$ cat src/rtl/gb_pkg.sv
// Shared types, widths and image defaults for the Gaussian-blur stage scheduler.
package gb_pkg;

    typedef enum logic [1:0] {
        ST_IN  = 2'd0,
        ST_L1  = 2'd1,
        ST_L2  = 2'd2,
        ST_OUT = 2'd3
    } stage_e;

    localparam int IMG_W_DEF = 488;
    localparam int IMG_H_DEF = 648;
    localparam int WIN_DEF   = 9;

    localparam int X_W     = 9;
    localparam int Y_W     = 10;
    localparam int CNT_W   = 2;
    localparam int OUT_W   = 19;

    // Number of stencils (and therefore OUT transfers) in one frame.
    function automatic int nout(input int img_w, input int img_h, input int win);
        return (img_w - win + 1) * (img_h - win + 1);
    endfunction

endpackage

$ cat src/rtl/gb_rr_arb4.sv
// Four-way round-robin arbiter: grants the first request at or above ptr, wrapping mod 4.
module gb_rr_arb4 (
    input  logic [3:0] req,
    input  logic       en,
    input  logic [1:0] ptr,
    output logic [3:0] gnt
);

    logic       found;
    logic [1:0] idx;

    // NOTE: every combinational output gets a default first, so no path leaves it unassigned and no latch is inferred.
    always_comb begin
        gnt   = '0;
        found = 1'b0;
        idx   = '0;
        for (int i = 0; i < 4; i++) begin
            idx = ptr + 2'(i);
            if (en && !found && req[idx]) begin
                gnt[idx] = 1'b1;
                found    = 1'b1;
            end
        end
    end

endmodule

$ cat src/rtl/gb_stage_sched.sv
// Single-issue round-robin scheduler for the IN/LB1D/LB2D/OUT blur stages,
// tracking stream occupancies, LB2D coordinates and frame completion.
module gb_stage_sched
    import gb_pkg::*;
#(
    parameter int IMG_W  = IMG_W_DEF,
    parameter int IMG_H  = IMG_H_DEF,
    parameter int WIN    = WIN_DEF,
    parameter int FIFO_D = 2
) (
    input  logic             clk,
    input  logic             rst,
    input  logic             step,
    input  logic             arg_1_TVALID,
    output logic             arg_1_TREADY,
    input  logic             arg_0_TREADY,
    output logic             arg_0_TVALID,
    output logic [3:0]       grant,
    output logic             stencil_push,
    output logic [CNT_W-1:0] in_cnt,
    output logic [CNT_W-1:0] slice_cnt,
    output logic [CNT_W-1:0] stencil_cnt,
    output logic             in_full,
    output logic             in_empty,
    output logic             slice_full,
    output logic             slice_empty,
    output logic             stencil_full,
    output logic             stencil_empty,
    output logic [X_W-1:0]   proc_x,
    output logic [Y_W-1:0]   proc_y,
    output logic             frame_done,
    output logic             busy
);

    localparam logic [CNT_W-1:0] DEPTH     = CNT_W'(FIFO_D);
    localparam logic [X_W-1:0]   X_LAST    = X_W'(IMG_W - 1);
    localparam logic [X_W-1:0]   X_WARM    = X_W'(WIN - 1);
    localparam logic [Y_W-1:0]   Y_LAST    = Y_W'(IMG_H - 1);
    localparam logic [Y_W-1:0]   Y_WARM    = Y_W'(WIN - 1);
    localparam logic [OUT_W-1:0] NOUT_LAST = OUT_W'(nout(IMG_W, IMG_H, WIN) - 1);

    logic [1:0]       ptr;
    logic [OUT_W-1:0] out_cnt;
    logic [3:0]       req;
    stage_e           gnt_stage;

    assign req[ST_IN]  = arg_1_TVALID && (in_cnt < DEPTH);
    assign req[ST_L1]  = (in_cnt != '0) && (slice_cnt < DEPTH);
    assign req[ST_L2]  = (slice_cnt != '0) && (stencil_cnt < DEPTH);
    assign req[ST_OUT] = (stencil_cnt != '0) && arg_0_TREADY;

    gb_rr_arb4 u_arb (
        .req (req),
        .en  (step),
        .ptr (ptr),
        .gnt (grant)
    );

    always_comb begin
        gnt_stage = ST_IN;
        if (grant[ST_L1])  gnt_stage = ST_L1;
        if (grant[ST_L2])  gnt_stage = ST_L2;
        if (grant[ST_OUT]) gnt_stage = ST_OUT;
    end

    // Border windows are consumed but produce no stencil until the window is fully populated.
    assign stencil_push = grant[ST_L2] && (proc_x >= X_WARM) && (proc_y >= Y_WARM);

    assign arg_1_TREADY  = grant[ST_IN];
    assign arg_0_TVALID  = (stencil_cnt != '0);
    assign in_full       = (in_cnt == DEPTH);
    assign in_empty      = (in_cnt == '0);
    assign slice_full    = (slice_cnt == DEPTH);
    assign slice_empty   = (slice_cnt == '0);
    assign stencil_full  = (stencil_cnt == DEPTH);
    assign stencil_empty = (stencil_cnt == '0);
    assign busy          = (in_cnt != '0) || (slice_cnt != '0) || (stencil_cnt != '0)
                        || (proc_x != '0) || (proc_y != '0);

    // NOTE: sequential state uses non-blocking assignments so every register samples pre-edge values.
    always_ff @(posedge clk) begin
        if (rst) begin
            ptr         <= '0;
            in_cnt      <= '0;
            slice_cnt   <= '0;
            stencil_cnt <= '0;
            proc_x      <= '0;
            proc_y      <= '0;
            out_cnt     <= '0;
            frame_done  <= 1'b0;
        end else begin
            frame_done <= 1'b0;
            if (grant != '0) ptr <= 2'(gnt_stage) + 2'd1;

            // Exactly one stage moves per cycle, so no counter is pushed and popped together.
            if (grant[ST_IN]) in_cnt <= in_cnt + 1'b1;

            if (grant[ST_L1]) begin
                in_cnt    <= in_cnt - 1'b1;
                slice_cnt <= slice_cnt + 1'b1;
            end

            if (grant[ST_L2]) begin
                slice_cnt <= slice_cnt - 1'b1;
                if (stencil_push) stencil_cnt <= stencil_cnt + 1'b1;
                if (proc_x == X_LAST) begin
                    proc_x <= '0;
                    proc_y <= (proc_y == Y_LAST) ? '0 : proc_y + 1'b1;
                end else begin
                    proc_x <= proc_x + 1'b1;
                end
            end

            if (grant[ST_OUT]) begin
                stencil_cnt <= stencil_cnt - 1'b1;
                if (out_cnt == NOUT_LAST) begin
                    out_cnt    <= '0;
                    frame_done <= 1'b1;
                end else begin
                    out_cnt <= out_cnt + 1'b1;
                end
            end
        end
    end

endmodule

$ cat config.mk
export PLATFORM = sky130hd
export DESIGN_NAME = gb_stage_sched
export DESIGN_NICKNAME = d
export VERILOG_FILES = /design/src/rtl/gb_pkg.sv /design/src/rtl/gb_rr_arb4.sv /design/src/rtl/gb_stage_sched.sv
export SDC_FILE = /design/constraint.sdc
export NUM_CORES = 1
export LEC_CHECK = 0
export BUFFER_PORTS_ARGS = -buffer_cell sky130_fd_sc_hd__clkbuf_2
export CAP_MARGIN = 20
export CORE_ASPECT_RATIO = 0.6
export CORE_UTILIZATION = 57
export DETAILED_ROUTE_END_ITERATION = 12
export GPL_ROUTABILITY_DRIVEN = 0
export PLACE_DENSITY = 0.87
export SLEW_MARGIN = 20
export SYNTH_ARGS = -nofsm -noshare
export SYNTH_HDL_FRONTEND = slang
export SYNTH_SLANG_ARGS = --single-unit
$ cat constraint.sdc
create_clock -name clk -period 3.34 [get_ports clk]
set_clock_uncertainty 0.15 [all_clocks]
set_input_delay 0.668 -clock clk [delete_from_list [all_inputs] [get_ports clk]]
set_output_delay 0.668 -clock clk [all_outputs]
set_load 0.01 [all_outputs]
==> impl_metrics.json <==
{
  "critPathKind": "flop to output port",
  "cts_inserted_buffers": 5,
  "ctsHoldBuffers": 0,
  "nNetsFinal": 430,
  "critPathArrivalTime_ns": 2.46,
  "synth_seq_cells": 47,
  "r2r_start": "ptr[0]",
  "cpMaxStageDelayCell": "mux2i_1",
  "start_util": 0.615,
  "cap_violations": 0,
  "pwr-share-comb": 0.454,
  "vias": 3068,
  "die-area_sq_um": 5410,
  "drive_gt1_frac": 0.246,
  "p_leak_nw": 1.32,
  "pin_count": 45,
  "cts_sinks": 47,
  "hold_path.class": "flop to flop",
  "antenna_left": 0,
  "min_path_cells": 2,
  "netlist_top_cells_area": "dfxtp_1 (32%), a21oi_1 (5.3%), ha_1 (4.7%)",
  "die_y_um": 57.4,
  "synthTopCellsByCount": "dfxtp_1 (47), a21oi_1 (31), nor2_1 (25)",
  "cp-start-kind": "flop",
  "crit_fanout": 11,
  "grt_util_all_layers": 0.327,
  "gr-usage-met2": 0.486,
  "drc": 0,
  "min_to": "out_cnt[1]",
  "coreArea_sq_um": 4730,
  "synth.net_count": 378,
  "sw_frac_of_total": 0.426,
  "seqPwrFrac": 0.346,
  "clk_pin_slew_ns": 0.10,
  "synth_edf_count": 0,
  "endpoint_kind": "output port",
  "yosysWarnings": 0,
  "power.share.clock": 0.199,
  "syn-cell-area_sq_um": 2910,
  "cts_max_level": 2,
  "regToRegEndpoint": "proc_x[7]",
  "yosysMostFrequentCell": "dfxtp_1",
  "p_total_mw": 1.99,
  "gr-max-usage-layer": "met2",
  "grt_start_max_net_pins": 19,
  "globalRouteMet1Util": 0.447,
  "dpl.hpwl_um": 5950,
  "crit_chain": "buf_4, mux2i_1, nand3_1, a211o_1, and3_4, inv_1, clkbuf_2",
  "finalHoldViolCount": 0,
  "min_from": "out_cnt[1]",
  "p_int_mw": 1.14,
  "whs_ns": 0.347,
  "synth_top_area_frac": 0.323,
  "rows": 19,
  "slew_violations": 0,
  "clk_path_buf_depth": 2,
  "die_x_um": 94.3,
  "max_freq_ghz": 0.305,
  "antenna_found_initial": 0,
  "via_per_inst": 6.42,
  "cpPeakStageDelay_ns": 0.45,
  "max_slew.worst_pin.slew_ns": 0.553,
  "grt_pass1_vias": 2808,
  "wl_per_cell_um": 17.6,
  "drt_iter0_drc": 281,
  "grt_pass1_wl_um": 13600,
  "p_per_area_nw_per_um2": 579,
  "finalSetupViolations": 0,
  "async_flop_share": 0,
  "synthDistinctLibCells": 59,
  "area_growth_pct": 17.9,
  "synth_cells": 362,
  "required_ns": 2.52,
  "fin_crit_sh": 0.981,
  "outcome": "finished, final reports clean",
  "p_switching_mw": 0.847,
  "synth_ff_type": "dfxtp_1",
  "drt_first_pass_iters": 5,
  "insertedDiodeCount": 0,
  "fin_crit_ns": 3.28,
  "insertion_delay_ns": 0.33,
  "portBuffers": 44,
  "reg2reg_depth": 8,
  "relSlewSlack": 0.631,
  "ys_seq_area_frac": 0.323,
  "grt-ovfl-total": 0,
  "met3_usage": 0.105,
  "wl_um": 8430,
  "peakVddDrop_v": 0.000294,
  "syn_area_per_cell_sq_um": 8.04,
  "r2r_slack_ns": 0.36,
  "yosys.area.top_type": "dfxtp_1",
  "cts-root-buf": "clkbuf_8",
  "cts_tree": "yes"
}
==> what timing repair did <==
action | 4_1_cts | 5_1_grt
endpoints found under the hold margin | 0 | 0
buffers inserted | 0 | 2
resized for setup | 3 | 19
endpoints found under the setup margin | 6 | 6
cloned | 0 | 0
==> worst max-delay path: cells and delay by family (launching register included) <==
family	cells	cell delay (ns)
flip-flops	1	0.37
AO/OA/AOI/OAI	1	0.37
multiplexers	1	0.45
AND/OR/NAND/NOR	2	0.51
buffers and inverters	3	0.43
==> power by group through the flow <==
stage	sequential, mW	clock [mW]	combinational (mW)
after floorplan	0.665	0	0.560
after global placement	0.684	0	0.761
after detailed placement	0.688	0	0.792
after CTS	0.677	0.395	0.804
after global routing	0.698	0.425	0.970
final	0.688	0.396	0.903
==> state kept, by name, summed over array words and instances, names as in the netlist <==
| signal | count |
|---|---|
| frame_done | 1 |
| in_cnt | 2 |
| out_cnt | 19 |
| proc_x | 9 |
| proc_y | 10 |
| ptr | 2 |
| slice_cnt | 2 |
| stencil_cnt | 2 |
==> routing by layer <==
| layer | wire length, um | vias to the layer above | part of all wire |
|---|---|---|---|
| met3 | 1010 | 19 | 0.12 |
| li1 | - | 1429 | - |
| met2 | 3570 | 174 | 0.42 |
| met4 | 146 | 0 | 0.017 |
| met1 | 3700 | 1446 | 0.44 |
| met5 | 0 | - | 0 |
==> layout by cell type (no fill, tap or decap), drive strengths merged, types with 8 or more instances in the layout <==
cell type,count
xnor2,10
clkbuf,50
or3,15
nand4,11
o21ai,19
nor2,25
nor3,14
dfxtp,47
buf,17
and3,8
nand2,24
a21oi,31
nand3,23
ha,11
inv,26
a31oi,8
==> through the flow <==
stage	setup slack, ns	setup TNS [ns]	instances	cell area [sq um]	util
floorplan	0.118	0	362	2910	-
global placement	0.196	0	468	3240	0.684
detailed placement	0.0776	0	468	3240	0.684
CTS	0.00806	0	476	3340	0.707
global route	-0.00482	-0.00482	478	3430	0.725
finish	0.0643	0	478	3430	0.725
==> layout make-up <==
| type | count | area [sq um] |
|---|---|---|
| well taps | 63 | 78.8 |
| flip-flops and latches | 47 | 953 |
| inverters | 25 | 93.8 |
| fillers | 358 | 1300 |
| clock inverters | 3 | 28.8 |
| clock buffers | 5 | 68.8 |
| repair buffers | 62 | 353 |
| multi-input cells | 273 | 1860 |
==> kinds of logic after synthesis <==
group                      Yosys count  share of synthesized area
and+or+nand+nor                    149                      0.276
buffers and inverters               42                     0.0645
adders and majority gates           11                     0.0473
xor gates and xnor gates            12                     0.0361
muxes                                6                     0.0335
DFF                                 47                      0.323
AOI/OAI and AO/OA                   95                      0.219
==> worst max path at each step <==
| stage | endpoint | slack, ns | startpoint |
|---|---|---|---|
| global route | grant[2] | -0.005 | ptr[0] |
| finish | grant[2] | 0.06 | ptr[0] |
| detailed placement | arg_1_TREADY | 0.08 | arg_0_TREADY |
| global placement | stencil_push | 0.20 | arg_1_TVALID |
| CTS | grant[2] | 0.008 | ptr[1] |
| floorplan | grant[2] | 0.12 | ptr[0] |
Note: power is estimated with default switching activity, not from simulation.
